File: src/rtl/gesummv_pkg.sv
// Shared constants and types for the gesummv result drain.
// Latency: n/a (declarations only).
// Backpressure: n/a.
package gesummv_pkg;

    localparam int DRAIN_DEPTH  = 8;
    localparam int DRAIN_ADDR_W = $clog2(DRAIN_DEPTH);
    localparam int DRAIN_DATA_W = 32;

    typedef enum logic [1:0] {
        ST_IDLE    = 2'd0,
        ST_COLLECT = 2'd1,
        ST_DRAIN   = 2'd2
    } drain_state_t;

    // Sticky error flag positions
    localparam int ERR_DUP_BIT = 0;  // same entry written twice in one collection
    localparam int ERR_OOC_BIT = 1;  // write arrived while not collecting

endpackage

File: src/rtl/gesummv_drain_buf.sv
// Result register file with per-entry written bitmap, one write port, one async read port.
// Latency: write visible on read port the cycle after wr_en; all_written looks ahead by one write.
// Backpressure: none; the caller gates wr_en.
module gesummv_drain_buf #(
    parameter int DEPTH  = 8,
    parameter int ADDR_W = 3,
    parameter int DATA_W = 32
) (
    input  logic              clk,
    input  logic              rst_n,
    input  logic              clear,
    input  logic              wr_en,
    input  logic [ADDR_W-1:0] wr_addr,
    input  logic [DATA_W-1:0] wr_data,
    input  logic [ADDR_W-1:0] rd_addr,
    output logic [DATA_W-1:0] rd_data,
    output logic              wr_hit,
    output logic              all_written
);

    logic [DATA_W-1:0] mem [DEPTH];
    logic [DEPTH-1:0]  written;
    logic [DEPTH-1:0]  wr_mask;

    assign wr_mask = {{(DEPTH-1){1'b0}}, 1'b1} << wr_addr;

    // Entry storage carries no reset; validity is tracked by the bitmap alone
    always_ff @(posedge clk) begin
        if (wr_en) begin
            mem[wr_addr] <= wr_data;
        end
    end

    // Written bitmap: clear wins over a same-cycle write
    always_ff @(posedge clk or negedge rst_n) begin
        if (!rst_n) begin
            written <= '0;
        end else if (clear) begin
            written <= '0;
        end else if (wr_en) begin
            written <= written | wr_mask;
        end
    end

    assign rd_data     = mem[rd_addr];
    assign wr_hit      = |(written & wr_mask);
    // Includes this cycle's write so the drain can start on the next edge
    assign all_written = &(written | (wr_en ? wr_mask : {DEPTH{1'b0}}));

endmodule

File: src/rtl/gesummv_result_drain.sv
// Collects the kernel's result-vector writes, then streams entries 0..DEPTH-1 out in order.
// Latency: first word valid the cycle after the completing write; one word per cycle when ready.
// Backpressure: out_ready low holds out_data/out_index/out_last; no comb path ready->valid.
// Optional checksum accumulator enabled by GESUMMV_DRAIN_CHECKSUM_EN.
module gesummv_result_drain
    import gesummv_pkg::*;
#(
    parameter int DEPTH  = DRAIN_DEPTH,
    parameter int ADDR_W = $clog2(DEPTH),
    parameter int DATA_W = DRAIN_DATA_W
) (
    input  logic              clk,
    input  logic              rst_n,
    input  logic              tstart,
    input  logic [ADDR_W-1:0] res_addr,
    input  logic              res_wr_en,
    input  logic [DATA_W-1:0] res_wr_data,
    output logic              out_valid,
    input  logic              out_ready,
    output logic [DATA_W-1:0] out_data,
    output logic [ADDR_W-1:0] out_index,
    output logic              out_last,
    output logic              busy,
    output logic              done,
    output logic [1:0]        err,
    output logic [DATA_W-1:0] checksum
);

    drain_state_t      state;
    logic              buf_wr_en;
    logic              wr_hit;
    logic              all_written;
    logic [DATA_W-1:0] rd_data;
    logic              beat;

    // tstart takes priority, so a same-cycle write never lands in the new collection
    assign buf_wr_en = res_wr_en && (state == ST_COLLECT) && !tstart;
    assign beat      = out_valid && out_ready;

    gesummv_drain_buf #(
        .DEPTH  (DEPTH),
        .ADDR_W (ADDR_W),
        .DATA_W (DATA_W)
    ) u_buf (
        .clk         (clk),
        .rst_n       (rst_n),
        .clear       (tstart),
        .wr_en       (buf_wr_en),
        .wr_addr     (res_addr),
        .wr_data     (res_wr_data),
        .rd_addr     (out_index),
        .rd_data     (rd_data),
        .wr_hit      (wr_hit),
        .all_written (all_written)
    );

    // Forced to zero outside a drain so idle/reset shows a clean bus
    assign out_data = out_valid ? rd_data : '0;

    // Control FSM with registered outputs
    always_ff @(posedge clk or negedge rst_n) begin
        if (!rst_n) begin
            state     <= ST_IDLE;
            out_valid <= 1'b0;
            out_index <= '0;
            out_last  <= 1'b0;
            busy      <= 1'b0;
            done      <= 1'b0;
            err       <= '0;
        end else begin
            done <= 1'b0;
            if (tstart) begin
                state     <= ST_COLLECT;
                out_valid <= 1'b0;
                out_index <= '0;
                out_last  <= 1'b0;
                busy      <= 1'b1;
                err       <= '0;
            end else begin
                case (state)
                    ST_IDLE: begin
                        if (res_wr_en) begin
                            err[ERR_OOC_BIT] <= 1'b1;
                        end
                    end
                    ST_COLLECT: begin
                        if (res_wr_en && wr_hit) begin
                            err[ERR_DUP_BIT] <= 1'b1;
                        end
                        if (res_wr_en && all_written) begin
                            state     <= ST_DRAIN;
                            out_valid <= 1'b1;
                            out_index <= '0;
                            out_last  <= (DEPTH == 1);
                        end
                    end
                    ST_DRAIN: begin
                        if (res_wr_en) begin
                            err[ERR_OOC_BIT] <= 1'b1;
                        end
                        if (beat) begin
                            if (out_last) begin
                                state     <= ST_IDLE;
                                out_valid <= 1'b0;
                                out_index <= '0;
                                out_last  <= 1'b0;
                                busy      <= 1'b0;
                                done      <= 1'b1;
                            end else begin
                                out_index <= out_index + 1'b1;
                                out_last  <= (out_index == ADDR_W'(DEPTH - 2));
                            end
                        end
                    end
                    default: begin
                        state <= ST_IDLE;
                    end
                endcase
            end
        end
    end

`ifdef GESUMMV_DRAIN_CHECKSUM_EN
    logic [DATA_W-1:0] csum;

    // Running sum of accepted words; wraps modulo 2^DATA_W
    always_ff @(posedge clk or negedge rst_n) begin
        if (!rst_n) begin
            csum <= '0;
        end else if (tstart) begin
            csum <= '0;
        end else if (beat) begin
            csum <= csum + out_data;
        end
    end

    assign checksum = csum;
`else
    assign checksum = '0;
`endif

endmodule

File: config.mk
export PLATFORM = sky130hd
export DESIGN_NAME = gesummv_result_drain
export DESIGN_NICKNAME = d
export VERILOG_FILES = /design/src/rtl/gesummv_pkg.sv /design/src/rtl/gesummv_drain_buf.sv /design/src/rtl/gesummv_result_drain.sv
export SDC_FILE = /design/constraint.sdc
export NUM_CORES = 1
export LEC_CHECK = 0
export CAP_MARGIN = 10
export CORE_MARGIN = 1
export CORE_UTILIZATION = 56
export DETAILED_ROUTE_END_ITERATION = 16
export GPL_TIMING_DRIVEN = 0
export PLACE_DENSITY_LB_ADDON = 0.2
export SETUP_SLACK_MARGIN = 0.02
export SYNTH_ARGS = -nofsm -noshare
export SYNTH_HDL_FRONTEND = slang
export SYNTH_SLANG_ARGS = --single-unit
export TNS_END_PERCENT = 5
File: constraint.sdc
create_clock -name clk -period 7.5 [get_ports clk]
set_clock_uncertainty 0.2 [all_clocks]
set_input_delay 1.5 -clock clk [delete_from_list [all_inputs] [get_ports clk]]
set_output_delay 1.5 -clock clk [all_outputs]
set_load 0.02 [all_outputs]
# ---- Yosys cells after proc, flatten, opt, wreduce, memory -nomap -nowiden
# Memories as Yosys holds them, arrays and structs flattened.
# Index checks and enable logic that the tools add are counted.
dict set report totals {
  register_bits 19
  ramBits 256
  output_inout_bits 73
  wordCells 84
  n_memories 1
}
# name depth word_bits read_ports rd_clocked_by_memory_dff write_ports line_no
set memory_table {}
lappend memory_table {u_buf.mem 8 32 1 0 1 gesummv_drain_buf.sv:21} ;# logic [DATA_W-1:0] mem [DEPTH];
dict set report op_classes {
  n_addsub 1
  eq_ne 7
  shift 1
  n_mux 37
  bitwise 3
  reduce_logical 25
}
# operator n
set op_table {}
lappend op_table {{2-to-1 mux 32 bit} 1}
lappend op_table {{2-to-1 mux 8 bit} 3}
lappend op_table {{2-to-1 mux 1 bit} 20}
lappend op_table {{bitwise OR 8 bit} 2}
lappend op_table {{nonzero test 2 bit} 8}
lappend op_table {{2-to-1 mux 3 bit} 4}
lappend op_table {{2-to-1 mux 2 bit} 5}
lappend op_table {{bitwise AND 8 bit} 1}
lappend op_table {{AND reduction 4 bit} 2}
lappend op_table {{AND reduction 8 bit} 1}
lappend op_table {{OR reduction 8 bit} 1}
lappend op_table {{left shift 1 x 3 -> 8 bit, first input constant} 1}
lappend op_table {{!= test 3 bit, second input constant} 2}
lappend op_table {{case mux 2 bit (3 select lines)} 1}
lappend op_table {{case mux 3 bit (2 select lines)} 1}
lappend op_table {{AND reduction 3 bit} 2}
lappend op_table {{logical AND 1 bit} 5}
lappend op_table {{case mux 1 bit (2 select lines)} 2}
lappend op_table {{AND reduction 2 bit} 2}
lappend op_table {{adder 3 x 1 -> 3 bit, second input constant} 1}
lappend op_table {{== test 3 bit, second input constant} 1}
lappend op_table {{!= test 3 x 2 -> 1 bit, second input constant} 1}
lappend op_table {{nonzero test 3 bit} 1}
lappend op_table {{== test 2 x 1 -> 1 bit, second input constant} 1}
lappend op_table {{5 further kinds} 5}

# ---- Logic depth before layout (Yosys ltp)
dict set report logic_depth {
  word_depth 10
  depth_mapped 8
  mapped_depth_nobuf 6
}

# ---- Hierarchy
# Synthesis repeated with hierarchy kept, for this count alone.
dict set report unflattened {
  cells_unflattened 556
  area_unflattened_um2 11267.1
}
# module instances cells_per_inst area_per_inst_um2
set modules_own_cells {}
lappend modules_own_cells {gesummv_drain_buf 1 434 10262.3}
lappend modules_own_cells {gesummv_result_drain 1 122 1004.7}

# ---- Least setup slack after synthesis
# No wires, ideal clock.
dict set report synth_path {
  path_type {input -> register}
  start {input port tstart}
  end {memory u_buf.mem[7][0] (enable)}
  setup_ps 423
  arrival_time_ps 3392
  required_time_ps 6877
  setup_slack_ps 3486
  cell_stages 4
  path_cell_list {and4bb_1 > buf_6 > nand3_1 > nor2_1}
}
dict set report synth_between {
  elab_chain_cells 4
}
# element line_no
set synth_rtl {}
lappend synth_rtl {{start, declared} gesummv_result_drain.sv:14} ;# input logic tstart,
lappend synth_rtl {{zero test 1 bit} gesummv_result_drain.sv:37} ;# assign buf_wr_en = res_wr_en && (state == ST_COLLECT) && !tstart;
lappend synth_rtl {{logical AND 1 bit} gesummv_result_drain.sv:37}
lappend synth_rtl {{2-to-1 mux 1 bit} gesummv_drain_buf.sv:29} ;# if (wr_en) begin
lappend synth_rtl {{2-to-1 mux 1 bit (not written as such)} gesummv_drain_buf.sv:30} ;# mem[wr_addr] <= wr_data;
lappend synth_rtl {{end, declared} gesummv_drain_buf.sv:21}
# Every way passes these cells.

# ---- Worst setup path after layout
dict set report layout_path {
  start {register out_index[2]}
  end {output port out_data[14]}
}
dict set report layout_between {
  elab_chain_cells 2
}
# element line_no
set layout_rtl {}
lappend layout_rtl {{start, declared} gesummv_result_drain.sv:21} ;# output logic [ADDR_W-1:0] out_index,
lappend layout_rtl {{start signal, assigned} gesummv_result_drain.sv:110} ;# out_index <= out_index + 1'b1;
lappend layout_rtl {{memory (8 x 32 bit)} n/a}
lappend layout_rtl {{2-to-1 mux 32 bit} gesummv_result_drain.sv:58} ;# assign out_data = out_valid ? rd_data : '0;
lappend layout_rtl {{end, declared} gesummv_result_drain.sv:20} ;# output logic [DATA_W-1:0] out_data,
# Every way passes these cells.

==> results.md <==
* Status: finished, final reports clean
* Final cycle utilization of the critical path at 0.659
* Antenna violations before repair at 0
* Total congestion overflow at 0
* Critical path's most frequent cell: clkbuf_1
* Top cell type's share of synthesized area at 0.694
* Worst hold path type: flop to flop
* Most frequent cells in the layout: edfxtp_1, clkdlybuf4s50_1, mux4_2
* Biggest area consumer among synthesized cells: edfxtp_1
* Commonest non-fill, non-tap cell in the layout: edfxtp_1
* All-Layer GR Usage at 0.223
* Clock-pin slew on the worst setup and hold paths at around 0.06 ns
* Crit Path Max Fanout at 10
* DP Area at 0.0125 mm^2
* TNS Setup at 0 ns
* Leak Pwr at roughly 4.4 nW
* Via count at 5,543
* DR iter-0 viols at 431
* Top cells by area, synth: edfxtp_1, mux4_2, dfrtp_1, mux2i_1, buf_4
* Die area at roughly 0.02 mm^2
* Sink Count at 275
* Drt pass-1 iters at 4
* R2R Path Start: state[1]
* Post-CTS Hold Fix Bufs at 0
* Reg2Reg Setup Slack at 5.05 ns
* Number of enable flip-flop cells after synthesis at approximately 260
* Antenna-violating nets left at 0
* Final core occ at 0.691
* Async set-reset flop share out of synthesis at 0.0691
* Post-CTS setup repair buffer count at 0
* Max rail drop VDD at 205 uV
* Crit path to: out_data[14]
* WL final at between 20 and 25 mm
* Area Overhead vs Synth at 21.0%
* Maxcap violations at 0
* Fmax at 202 MHz
* Stages on worst setup path at 5
* Global-route wire length before repair at ~33 mm
* Hold WS at 0.290 ns
* Critical path startpoint: out_index[2]
* CP cell instances: clkbuf_1 > clkbuf_1 > mux2i_1 > nor2b_1 > clkdlybuf4s50_1
* Area of the core at 0.0194 mm^2
* Layout cells sized above 1 at 0.245
* Register area share after synthesis at 0.737
* CTS Buf Count at 27
* FP Rows at 51
* Routability congestion estimate at 0.789
* Clock buffer depth at 3
* Syn avg cell area at 20.3 um^2
* Post-DR wirelength/cell at ~22 um
* Slowest stage delay, CP at 0.78 ns
* Synth warn at 0
* CP Launch Type: flop
* Post-CTS sizing at 0
* Crit end category: primary output
* Critical Path AT at 3.24 ns
* Vias per cell at approximately 5.7
* Endpoints failing hold at 0
* Clock Latency Late Sink at 0.52 ns
* Die extent in y at about 140 um
* Fin nets at between 700 and 800
* RSZ-0062 raised after global routing: false
* Root Buffer: clkbuf_16
* Final Setup Violations at 0
* Delay-heaviest family, CP: buffers and inverters
* CTS tree: built
* Slowest-stage cell, CP: clkbuf_1
* Register bit total from synthesis at 275
* R2r worst-path depth at 5
* Final critical-path required period at between 4 and 5 ns
* Crit path kind: flop to primary output
* IO buf count at 79
* Synth Instances at between 500 and 600
* Total power at 3.19 mW
* WP buf/inv at 3
* Power Density at 238 mW/mm^2
* Worst-Margin Slew at 1.04 ns
* Mapped cell area at roughly 0.011 mm^2
* Largest net degree at the start of global routing at 34
* N_diodes at 0
* Slew HR at 0.309
* FF-to-FF End: u_buf.mem[3][14]
* Starting Density at 0.571
* Die width at about 140 um
* H-tree depth at 1
* Vias in the first global route at 5,573
* Dominant synthesized flop cell: edfxtp_1
* DR DRC count at 0
* Post-synthesis cell type count at 38
* HPWL Detailed at 13.0 mm
* Slew Viols, Final at 0
* Final instance area at approximately 0.013 mm^2
* I/O pins at 113
* Data required, critical path at 5.80 ns
* Fillcell total at 1,266
==> worst reg2reg max path, stage by stage (launching register included) <==
cell and delay, ns:
dfrtp_1 0.40, and4bb_1 0.28, buf_6 0.14, nand3_1 0.22
nor2_4 0.66, buf_16 0.25
==> synthesized netlist by cell type (all sizes together) (3+ instances only) <==
| cell type | count |
|---|---|
| a21oi | 5 |
| a32o | 4 |
| and3 | 4 |
| buf | 50 |
| clkbuf | 11 |
| dfrtp | 19 |
| edfxtp | 256 |
| inv | 4 |
| mux2i | 34 |
| mux4 | 66 |
| nand2 | 7 |
| nand3 | 5 |
| nor2 | 16 |
| nor2b | 36 |
| nor3 | 3 |
| o21a | 5 |
==> cell families after synthesis <==
logic type	after synthesis	synth area share
adder cells (fa/ha/maj)	2	0.00226
AND/OR/NAND/NOR	77	0.0392
buffers and inverters	65	0.0379
flip-flops	275	0.737
multiplexers	101	0.167
AO/OA/AOI/OAI	24	0.0168
other	1	0.000339
==> cell type report <==
cell class	instances	area, um^2	area share
buffer	61	405	0.0302
clock buffer	28	679	0.0507
clock inverter	22	243	0.0181
inverter	4	15.0	0.00112
multi-input combinational	236	2640	0.197
sequential	275	8160	0.609
tap	265	332	0.0247
timing repair buffer	85	926	0.0691
==> registers in the layout, summed over array words and instances, names as in the netlist <==
signal	count
u_buf.written	8
out_last	1
err	2
out_valid	1
state	2
out_index	3
busy	1
u_buf.mem	256
done	1
==> metrics by stage <==
| stage | setup WS, ns | instances |
|---|---|---|
| CTS | 2.51 | 976 |
| global placement | 1.46 | 920 |
| floorplan | 3.49 | 576 |
| finish | 2.56 | 976 |
| detailed placement | 3.06 | 926 |
| global route | 2.43 | 976 |
==> power by group <==
group	switching [mW]	internal, mW
combinational	0.0583	0.0414
clock	0.554	0.833
sequential	0.00468	1.70
total	0.617	2.57
==> per-layer routing <==
layer	global-route usage	wire, um
met1	0.307	9160
met3	0.0305	1190
met5	0	0
met4	0.0532	288
met2	0.381	11200
==> how the worst min path moves through the flow <==
stage,start,endpoint,slack [ns],cells after the start
after detailed placement,busy,busy,0.28,2
after CTS,busy,busy,0.30,2
after global placement,busy,busy,0.26,2
after global routing,busy,busy,0.36,2
final,busy,busy,0.29,2
after floorplan,u_buf.written[4],u_buf.written[4],0.30,1
Power figures use the tool's default switching activity.
